### config.mk
export PLATFORM = sky130hd
export DESIGN_NAME = mux_scan_ctrl
export DESIGN_NICKNAME = d
export VERILOG_FILES = /design/src/rtl/mux_scan_ctrl.sv
export SDC_FILE = /design/constraint.sdc
export NUM_CORES = 1
export LEC_CHECK = 0
export CORE_MARGIN = 2
export CORE_UTILIZATION = 45
export CTS_CLUSTER_DIAMETER = 200
export DETAILED_ROUTE_END_ITERATION = 10
export PLACE_DENSITY = 0.71
export SLEW_MARGIN = 10
export SYNTH_ARGS = -nofsm -noshare
export SYNTH_HDL_FRONTEND = slang
export SYNTH_SLANG_ARGS = --single-unit
### constraint.sdc
create_clock -name clk -period 4.4 [get_ports clk]
set_clock_uncertainty 0.15 [all_clocks]
set_input_delay 1.32 -clock clk [delete_from_list [all_inputs] [get_ports clk]]
set_output_delay 1.32 -clock clk [all_outputs]
set_load 0.005 [all_outputs]
### src/rtl/mux_scan_ctrl.sv
// rtl/mux_scan_ctrl.sv - 4:1 mux select scanner that samples one bit per channel into a frame (optional macro: SCAN_SKIP_EN)
module mux_scan_ctrl #(
   parameter int unsigned DWELL = 2
) (
   input  logic       clk,
   input  logic       rst_n,
   input  logic       start,
   input  logic [3:0] mask,
   input  logic       y,
   output logic       s0,
   output logic       s1,
   output logic       busy,
   output logic       done,
   output logic [3:0] frame
);

   typedef enum logic [1:0] {
      ST_IDLE = 2'd0,
      ST_SCAN = 2'd1,
      ST_DONE = 2'd2
   } state_t;

   localparam logic [3:0] DWELL_LAST = 4'(DWELL - 1);

   state_t     state_q;
   logic [3:0] mask_q;
   logic [1:0] ch_q;
   logic [3:0] cnt_q;
   logic [1:0] sel_q;
   logic       busy_q;
   logic       done_q;
   logic [3:0] frame_q;

   logic [3:0] launch_mask_d;
   logic [2:0] first_hit_d;
   logic [2:0] next_hit_d;
   logic       dwell_end_d;

   // Lowest enabled channel at or above 'from'; bit 2 set means none left.
   function automatic logic [2:0] find_from(input logic [3:0] m, input logic [2:0] from);
      logic [2:0] r;
      r = 3'b100;
      for (int i = 3; i >= 0; i--) begin
         if (m[i] && (3'(i) >= from)) begin
            r = {1'b0, 2'(i)};
         end
      end
      return r;
   endfunction

   // Channel selection helpers: which channels a new scan visits and where the current one goes next.
   always_comb begin
`ifdef SCAN_SKIP_EN
      launch_mask_d = mask;
`else
      // mask has no effect here: every channel is forced on.
      launch_mask_d = mask | 4'hF;
`endif
      first_hit_d = find_from(launch_mask_d, 3'd0);
      next_hit_d  = find_from(mask_q, {1'b0, ch_q} + 3'd1);
      dwell_end_d = (cnt_q == DWELL_LAST);
   end

   // Scan FSM with all outputs registered alongside the state.
   always_ff @(posedge clk or negedge rst_n) begin
      if (!rst_n) begin
         state_q <= ST_IDLE;
         mask_q  <= 4'b0000;
         ch_q    <= 2'd0;
         cnt_q   <= 4'd0;
         sel_q   <= 2'b00;
         busy_q  <= 1'b0;
         done_q  <= 1'b0;
         frame_q <= 4'b0000;
      end else begin
         case (state_q)
            ST_SCAN: begin
               if (dwell_end_d) begin
                  frame_q[ch_q] <= y;
                  cnt_q         <= 4'd0;
                  if (next_hit_d[2]) begin
                     state_q <= ST_DONE;
                     busy_q  <= 1'b0;
                     done_q  <= 1'b1;
                     sel_q   <= 2'b00;
                  end else begin
                     ch_q  <= next_hit_d[1:0];
                     sel_q <= next_hit_d[1:0];
                  end
               end else begin
                  cnt_q <= cnt_q + 4'd1;
               end
            end
            default: begin
               // IDLE, and the edge leaving DONE, which is the first edge back in IDLE
               // so a held start chains scans back to back.
               done_q <= 1'b0;
               busy_q <= 1'b0;
               sel_q  <= 2'b00;
               if (start) begin
                  mask_q  <= launch_mask_d;
                  frame_q <= 4'b0000;
                  cnt_q   <= 4'd0;
                  if (first_hit_d[2]) begin
                     state_q <= ST_DONE;
                     ch_q    <= 2'd0;
                     done_q  <= 1'b1;
                  end else begin
                     state_q <= ST_SCAN;
                     ch_q    <= first_hit_d[1:0];
                     sel_q   <= first_hit_d[1:0];
                     busy_q  <= 1'b1;
                  end
               end else begin
                  state_q <= ST_IDLE;
               end
            end
         endcase
      end
   end

   assign s0    = sel_q[0];
   assign s1    = sel_q[1];
   assign busy  = busy_q;
   assign done  = done_q;
   assign frame = frame_q;

endmodule

==> impl_metrics.xml, run 1 <==
<?xml version="1.0" encoding="UTF-8"?>
<metrics>
  <group name="global_routing">
    <metric name="global_route.usage.met1" unit="%">22.4</metric>
    <metric name="grt.met3_usage" unit="%">2.38</metric>
    <metric name="top_usage_layer" unit="">met1</metric>
    <metric name="largest_net_degree_at_the_start_of_global_routing" unit="">19</metric>
    <metric name="combined_global_route_utilization_of_all_metal_layers" unit="%">16.0</metric>
    <metric name="grt_first_pass_wirelength" unit="um">2280</metric>
    <metric name="antenna_found_initial" unit="">0</metric>
    <metric name="grt_pass1_vias" unit="">484</metric>
    <metric name="grt_ovf" unit="">0</metric>
    <metric name="global_route.usage.met2" unit="%">22.0</metric>
  </group>
  <group name="setup_path">
    <metric name="timing.reg2reg.worst_path_depth" unit="">5</metric>
    <metric name="startpoint" unit="">state_q[1]</metric>
    <metric name="timing.critical_path.slowest_cell_delay" unit="ns">0.50</metric>
    <metric name="cp_max_fo" unit="">3</metric>
    <metric name="worstPathRequired" unit="ns">2.93</metric>
    <metric name="cp-end-kind" unit="">output port</metric>
    <metric name="setup.reg_to_reg.worst_slack" unit="ns">2.39</metric>
    <metric name="family_with_the_most_delay_on_the_worst_path" unit="">buffers and inverters</metric>
    <metric name="critPathArrivalTime" unit="ns">1.17</metric>
    <metric name="start_kind" unit="">flop</metric>
    <metric name="worstPathBufferInverterCount" unit="">1</metric>
    <metric name="reg2reg_to" unit="">frame[2]</metric>
    <metric name="timing.critical_path.cells" unit="">clkdlybuf4s50_1</metric>
    <metric name="critical_path.reg2reg.startpoint" unit="">cnt_q[1]</metric>
    <metric name="critPathKind" unit="">reg2out</metric>
    <metric name="crit_slowest_cell" unit="">clkdlybuf4s50_1</metric>
  </group>
  <group name="clocking">
    <metric name="clock_tree.buffer_depth" unit="">2</metric>
    <metric name="cts-root-buf" unit="">clkbuf_4</metric>
    <metric name="post_cts_buffers" unit="">0</metric>
    <metric name="clkSinkCount" unit="">15</metric>
    <metric name="clk_latency" unit="ns">0.29</metric>
    <metric name="cts_hold_repair.buffers" unit="">0</metric>
    <metric name="clk_pin_slew_worst_paths" unit="ns">0.09</metric>
    <metric name="cts_repair_resize_count" unit="">0</metric>
    <metric name="cts_tree" unit="">done</metric>
    <metric name="num_cts_buffers" unit="">3</metric>
    <metric name="cts-htree-levels" unit="">1</metric>
  </group>
  <group name="synthesis">
    <metric name="synth_top_cell_area_share" unit="%">47.8</metric>
    <metric name="synth_enable_flop_cells" unit="">0</metric>
    <metric name="yosys.area_share.simple" unit="%">21.2</metric>
    <metric name="synthCells" unit="">69</metric>
    <metric name="synth_top_area_cell" unit="">dfrtp_1</metric>
    <metric name="synth_mux_area_share" unit="%">7.01</metric>
    <metric name="synth.most_common_cell" unit="">dfrtp_1</metric>
    <metric name="syn_nets" unit="">79</metric>
    <metric name="ys_top_cells_by_count" unit="">dfrtp_1 (15), a21boi_0 (4), nand2_1 (4)</metric>
    <metric name="synth.avg_cell_area" unit="um2">11.4</metric>
    <metric name="yosys.cell_types.count" unit="">37</metric>
    <metric name="ys_dominant_reg_cell" unit="">dfrtp_1</metric>
    <metric name="synth_xor_area_share" unit="%">1.11</metric>
    <metric name="synth-compound-area-share" unit="%">15.1</metric>
    <metric name="synth_top_family_by_area" unit="">simple AND/OR/NAND/NOR gates</metric>
    <metric name="synthTopCellsByArea" unit="">dfrtp_1 (48%), mux2_1 (4.3%), a21boi_0 (3.8%)</metric>
    <metric name="yosys.area_share.adder" unit="%">3.18</metric>
    <metric name="async_flop_share" unit="%">100</metric>
    <metric name="synth_sequential_area_ratio" unit="%">47.8</metric>
    <metric name="netlist_area" unit="um2">786</metric>
    <metric name="postSynthRegisterBits" unit="">15</metric>
    <metric name="yosys_warnings" unit="">0</metric>
  </group>
  <group name="placement">
    <metric name="post-place-cells" unit="">91</metric>
    <metric name="io_buffers" unit="">11</metric>
    <metric name="dp_hpwl" unit="um">939</metric>
    <metric name="finalWeightedCongestion" unit="">0.671</metric>
  </group>
  <group name="sta">
    <metric name="fmaxAchievable" unit="MHz">379</metric>
    <metric name="headroom_to_the_max_slew_limit" unit="%">49.7</metric>
    <metric name="tightestPinTransition" unit="ns">0.754</metric>
    <metric name="final_hold_viol_count" unit="">0</metric>
    <metric name="timing.setup.tns" unit="ns">0</metric>
    <metric name="rsz_0062_raised_after_global_routing" unit="">false</metric>
    <metric name="fin_crit_sh" unit="%">59.9</metric>
    <metric name="max_slew_vio_count" unit="">0</metric>
    <metric name="finalSetupViolations" unit="">0</metric>
    <metric name="finalWorstPathRequiredPeriod" unit="ns">2.64</metric>
  </group>
  <group name="final_layout">
    <metric name="area.sequential" unit="um2">375</metric>
    <metric name="multi_input_area" unit="um2">374</metric>
    <metric name="n_fill_cell" unit="">149</metric>
    <metric name="finish.net_count" unit="">89</metric>
    <metric name="antennaDiodeCount" unit="">0</metric>
    <metric name="filler_free_cell_count_of_the_finished_design" unit="">95</metric>
    <metric name="layout_cell_share_with_drive_strength_beyond_1" unit="%">11.5</metric>
    <metric name="area_delta_synth_final" unit="%">15.9</metric>
  </group>
  <group name="route">
    <metric name="drt_first_pass_iters" unit="">4</metric>
    <metric name="drc_errors" unit="">0</metric>
    <metric name="detailedRoute.firstIterationViolations" unit="">8</metric>
    <metric name="wl" unit="um">1420</metric>
    <metric name="avgViaCountPerCell" unit="">5.98</metric>
    <metric name="antenna_left" unit="">0</metric>
    <metric name="vias" unit="">568</metric>
    <metric name="wl_per_cell" unit="um">14.9</metric>
  </group>
  <group name="min_path">
    <metric name="min_path_type" unit="">reg2reg</metric>
    <metric name="min_delay_path_depth" unit="">2</metric>
    <metric name="hold_start" unit="">sel_q[1]</metric>
    <metric name="timing.hold.worst_endpoint" unit="">sel_q[1]</metric>
  </group>
  <group name="power">
    <metric name="leakagePower" unit="nW">0.397</metric>
    <metric name="power.density_cell_area" unit="mW/mm2">684</metric>
    <metric name="ir_worst_vdd" unit="mV">0.290</metric>
  </group>
  <group name="floorplan">
    <metric name="die_width" unit="um">45.8</metric>
    <metric name="num_rows" unit="">15</metric>
    <metric name="die_area" unit="mm2">0.00210</metric>
    <metric name="core" unit="mm2">0.00169</metric>
    <metric name="num_io_pins" unit="">16</metric>
    <metric name="die_h" unit="um">45.8</metric>
    <metric name="initial_core_util" unit="%">46.5</metric>
  </group>
  <group name="run_status">
    <metric name="run_status" unit="">finished, final reports clean</metric>
  </group>
  <group name="job">
    <metric name="drv.max_cap_violation_count" unit="">0</metric>
  </group>
</metrics>
-- per-stage QoR --
stage	power, mW	hold WS [ns]	util [%]	cell area, um2	setup slack [ns]
finish	0.623	0.369	53.9	911	1.76
floorplan	0.466	0.368	-	786	2.19
detailed placement	0.543	0.362	52.4	885	1.68
CTS	0.628	0.374	53.9	911	1.76
global route	0.670	0.396	53.9	911	1.74
global placement	0.532	0.357	52.4	885	1.68
-- cell type report --
| cell class | instances | share of cell area, % |
|---|---|---|
| Multi-Input combinational cell | 47 | 41.1 |
| Inverter | 1 | 0.412 |
| Timing Repair Buffer | 11 | 12.1 |
| Tap cell | 17 | 2.34 |
| Clock buffer | 4 | 2.88 |
| Sequential cell | 15 | 41.2 |
-- state kept, by name, indices dropped and copies added (netlist names) --
name,cells
ch_q,2
cnt_q,4
frame,4
mask_q,1
sel_q,2
state_q,2
-- cell families (layout without fill, tap and decap cells) --
group | after synthesis | in the layout
AOI/OAI and AO/OA | 16 | 16
xor gates and xnor gates | 1 | 1
adders and majority gates | 2 | 2
buffers and inverters | 7 | 16
DFF | 15 | 15
muxes | 5 | 5
and+or+nand+nor | 23 | 23
-- layer usage --
layer / routed length [um] / vias up
met2: 640 / 11
met5: 0 / -
met4: 54 / 0
li1: - / 273
met1: 681 / 279
met3: 43 / 5
-- power breakdown --
part | leakage, nW | switching [mW] | internal [mW] | total (mW)
registers | 0.185 | 0.0609 | 0.194 | 0.255
clock network | 0.0150 | 0.0481 | 0.0353 | 0.0834
logic | 0.198 | 0.136 | 0.149 | 0.285
-- cell usage in the layout, fill, tap and decap left out, types with 2 or more instances in the layout --
cell type / netlist / layout
dfrtp_1: 15 / 15
clkdlybuf4s50_1: 0 / 11
nand2_1: 4 / 4
a21boi_0: 4 / 4
a21oi_1: 3 / 3
a21o_1: 3 / 3
mux2_1: 3 / 3
clkbuf_4: 0 / 3
nor2_1: 2 / 2
nand3_1: 2 / 2
nor3_1: 2 / 2
ha_1: 2 / 2
-- worst max-delay path by stage --
stage          slack, ns  endpoint  cells after the start
2_1_floorplan       2.19  cnt_q[3]                      3
3_3_place_gp        1.68  cnt_q[3]                      3
3_5_place_dp        1.68  frame[3]                      3
4_1_cts             1.76      done                      1
5_1_grt             1.74      busy                      1
6_report            1.76      done                      1
(Power assumes the default switching activity.)
==> run 2, diff against run 1 <==
CORE_UTILIZATION = 44   (was 45)
PLACE_DENSITY = 0.73   (was 0.71)
clock period = 2.35 ns   (was 4.4 ns; I/O delays follow)
==> impl_metrics.xml, run 2 (synthesis gave the netlist of run 1 again) <==
<?xml version="1.0" encoding="UTF-8"?>
<metrics>
  <group name="clocking">
    <metric name="clk_pin_slew_worst_paths" unit="ns">0.09</metric>
    <metric name="clock_tree.buffer_depth" unit="">2</metric>
    <metric name="cts_repair_resize_count" unit="">0</metric>
    <metric name="cts_hold_repair.buffers" unit="">0</metric>
    <metric name="num_cts_buffers" unit="">3</metric>
    <metric name="cts-root-buf" unit="">clkbuf_4</metric>
    <metric name="cts-htree-levels" unit="">1</metric>
    <metric name="clk_latency" unit="ns">0.29</metric>
    <metric name="clkSinkCount" unit="">15</metric>
    <metric name="cts_tree" unit="">done</metric>
    <metric name="post_cts_buffers" unit="">0</metric>
  </group>
  <group name="placement">
    <metric name="dp_hpwl" unit="um">1070</metric>
    <metric name="io_buffers" unit="">11</metric>
    <metric name="post-place-cells" unit="">102</metric>
    <metric name="finalWeightedCongestion" unit="">0.693</metric>
  </group>
  <group name="sta">
    <metric name="headroom_to_the_max_slew_limit" unit="%">64.4</metric>
    <metric name="tightestPinTransition" unit="ns">0.533</metric>
    <metric name="finalWorstPathRequiredPeriod" unit="ns">2.02</metric>
    <metric name="rsz_0062_raised_after_global_routing" unit="">false</metric>
    <metric name="timing.setup.tns" unit="ns">0</metric>
    <metric name="fin_crit_sh" unit="%">86.0</metric>
    <metric name="finalSetupViolations" unit="">0</metric>
    <metric name="fin_hold_ws" unit="ns">0.375</metric>
    <metric name="max_slew_vio_count" unit="">0</metric>
    <metric name="final_hold_viol_count" unit="">0</metric>
    <metric name="fmaxAchievable" unit="MHz">495</metric>
  </group>
  <group name="route">
    <metric name="vias" unit="">574</metric>
    <metric name="drt_first_pass_iters" unit="">4</metric>
    <metric name="detailedRoute.firstIterationViolations" unit="">14</metric>
    <metric name="antenna_left" unit="">0</metric>
    <metric name="wl_per_cell" unit="um">14.0</metric>
    <metric name="drc_errors" unit="">0</metric>
    <metric name="avgViaCountPerCell" unit="">5.42</metric>
    <metric name="wl" unit="um">1490</metric>
  </group>
  <group name="power">
    <metric name="combPwrFrac" unit="%">47.2</metric>
    <metric name="leakagePower" unit="nW">0.415</metric>
    <metric name="power.share.switching" unit="%">39.2</metric>
    <metric name="ir_worst_vdd" unit="mV">0.614</metric>
    <metric name="power_switching" unit="mW">0.469</metric>
    <metric name="power.density_cell_area" unit="mW/mm2">1270</metric>
    <metric name="internal_power" unit="mW">0.727</metric>
    <metric name="p_seq_share" unit="%">40.3</metric>
    <metric name="power" unit="mW">1.20</metric>
    <metric name="power_frac_clock" unit="%">12.5</metric>
  </group>
  <group name="floorplan">
    <metric name="core" unit="mm2">0.00171</metric>
    <metric name="initial_core_util" unit="%">46.0</metric>
    <metric name="die_area" unit="mm2">0.00214</metric>
    <metric name="die_width" unit="um">46.3</metric>
    <metric name="die_h" unit="um">46.3</metric>
    <metric name="num_io_pins" unit="">16</metric>
    <metric name="num_rows" unit="">15</metric>
  </group>
  <group name="final_layout">
    <metric name="final_cell_mix" unit="">dfrtp_1 (15), clkdlybuf4s50_1 (11), nand2_1 (4), a21boi_0 (4)</metric>
    <metric name="layout_cell_share_with_drive_strength_beyond_1" unit="%">16.0</metric>
    <metric name="area.sequential" unit="um2">375</metric>
    <metric name="finish.net_count" unit="">92</metric>
    <metric name="multi_input_area" unit="um2">374</metric>
    <metric name="final_common_cell" unit="">dfrtp_1</metric>
    <metric name="n_fill_cell" unit="">153</metric>
    <metric name="filler_free_cell_count_of_the_finished_design" unit="">106</metric>
    <metric name="layout.core_utilization" unit="%">55.3</metric>
    <metric name="area_delta_synth_final" unit="%">20.2</metric>
    <metric name="antennaDiodeCount" unit="">0</metric>
  </group>
  <group name="setup_path">
    <metric name="cp_max_fo" unit="">7</metric>
    <metric name="critical_path.reg2reg.startpoint" unit="">cnt_q[1]</metric>
    <metric name="timing.critical_path.slowest_cell_delay" unit="ns">0.51</metric>
    <metric name="family_with_the_most_delay_on_the_worst_path" unit="">simple AND/OR/NAND/NOR gates</metric>
    <metric name="start_kind" unit="">flop</metric>
    <metric name="cp-end-kind" unit="">flop</metric>
    <metric name="worstPathBufferInverterCount" unit="">1</metric>
    <metric name="timing.critical_path.cells" unit="">inv_1 -&gt; ha_1 -&gt; or3b_1 -&gt; nor4b_4 -&gt; mux2_1</metric>
    <metric name="worstPathRequired" unit="ns">2.38</metric>
    <metric name="critPathArrivalTime" unit="ns">2.05</metric>
    <metric name="critPathKind" unit="">reg2reg</metric>
    <metric name="startpoint" unit="">cnt_q[1]</metric>
    <metric name="crit_slowest_cell" unit="">or3b_1</metric>
  </group>
  <group name="run_status">
    <metric name="run_status" unit="">finished, final reports clean</metric>
  </group>
  <group name="global_routing">
    <metric name="largest_net_degree_at_the_start_of_global_routing" unit="">12</metric>
    <metric name="grt_first_pass_wirelength" unit="um">2300</metric>
    <metric name="antenna_found_initial" unit="">0</metric>
    <metric name="grt_ovf" unit="">0</metric>
    <metric name="combined_global_route_utilization_of_all_metal_layers" unit="%">15.9</metric>
    <metric name="grt_pass1_vias" unit="">500</metric>
  </group>
  <group name="job">
    <metric name="drv.max_cap_violation_count" unit="">0</metric>
  </group>
  <group name="min_path">
    <metric name="min_path_type" unit="">reg2reg</metric>
    <metric name="hold_start" unit="">sel_q[0]</metric>
  </group>
</metrics>
run 2: cell count changes in the layout (fill, tap and decap cells not counted):
| cell | before | now |
|---|---|---|
| clkbuf_1 | 1 | 0 |
| clkinv_2 | 0 | 1 |
| buf_4 | 0 | 3 |
run 2: layer usage:
metal / vias to the layer above / wire [um] / GRT usage, %
li1: 274 / - / -
met3: 4 / 29 / 3.53
met1: 287 / 737 / 20.4
met2: 9 / 679 / 24.7
met4: 0 / 40 / 8.57
met5: - / 0 / 0
run 2: through the flow:
stage,setup WS [ns],instance area (um2)
after floorplan,0.484,786
after global placement,0.241,917
after detailed placement,0.229,917
after CTS,0.322,945
after global routing,0.267,945
final,0.329,945
run 2: path summary, 6_finish.rpt:
path	endpoint	slack (ns)	cells after the start
min in group asynchronous	cnt_q[2]	0.55	1
min	sel_q[0]	0.37	2
min reg2reg	sel_q[0]	0.37	2
max reg2reg	frame[2]	0.33	5
max	frame[2]	0.33	5
max in group asynchronous	sel_q[1]	1.04	2
run 2: tightest hold or removal path: stages, from the launching register on:
cell and delay (ns):
dfrtp_1 0.38, nand2_1 0.06, a21oi_1 0.05
run 2: power groups by stage:
| stage | Combinational (mW) | Sequential (mW) | Clock [mW] |
|---|---|---|---|
| after floorplan | 0.425 | 0.448 | 0 |
| after CTS | 0.569 | 0.482 | 0.154 |
| final | 0.565 | 0.483 | 0.149 |
| after global placement | 0.550 | 0.478 | 0 |
| after global routing | 0.621 | 0.496 | 0.164 |
| after detailed placement | 0.566 | 0.488 | 0 |
run 2: layout make-up:
class / count / area share [%]
repair buffers: 14 / 14.0
clock buffers: 3 / 2.38
flip-flops and latches: 15 / 39.7
clock inverters: 1 / 0.530
multi-input cells: 47 / 39.6
well taps: 25 / 3.31
inverters: 1 / 0.397
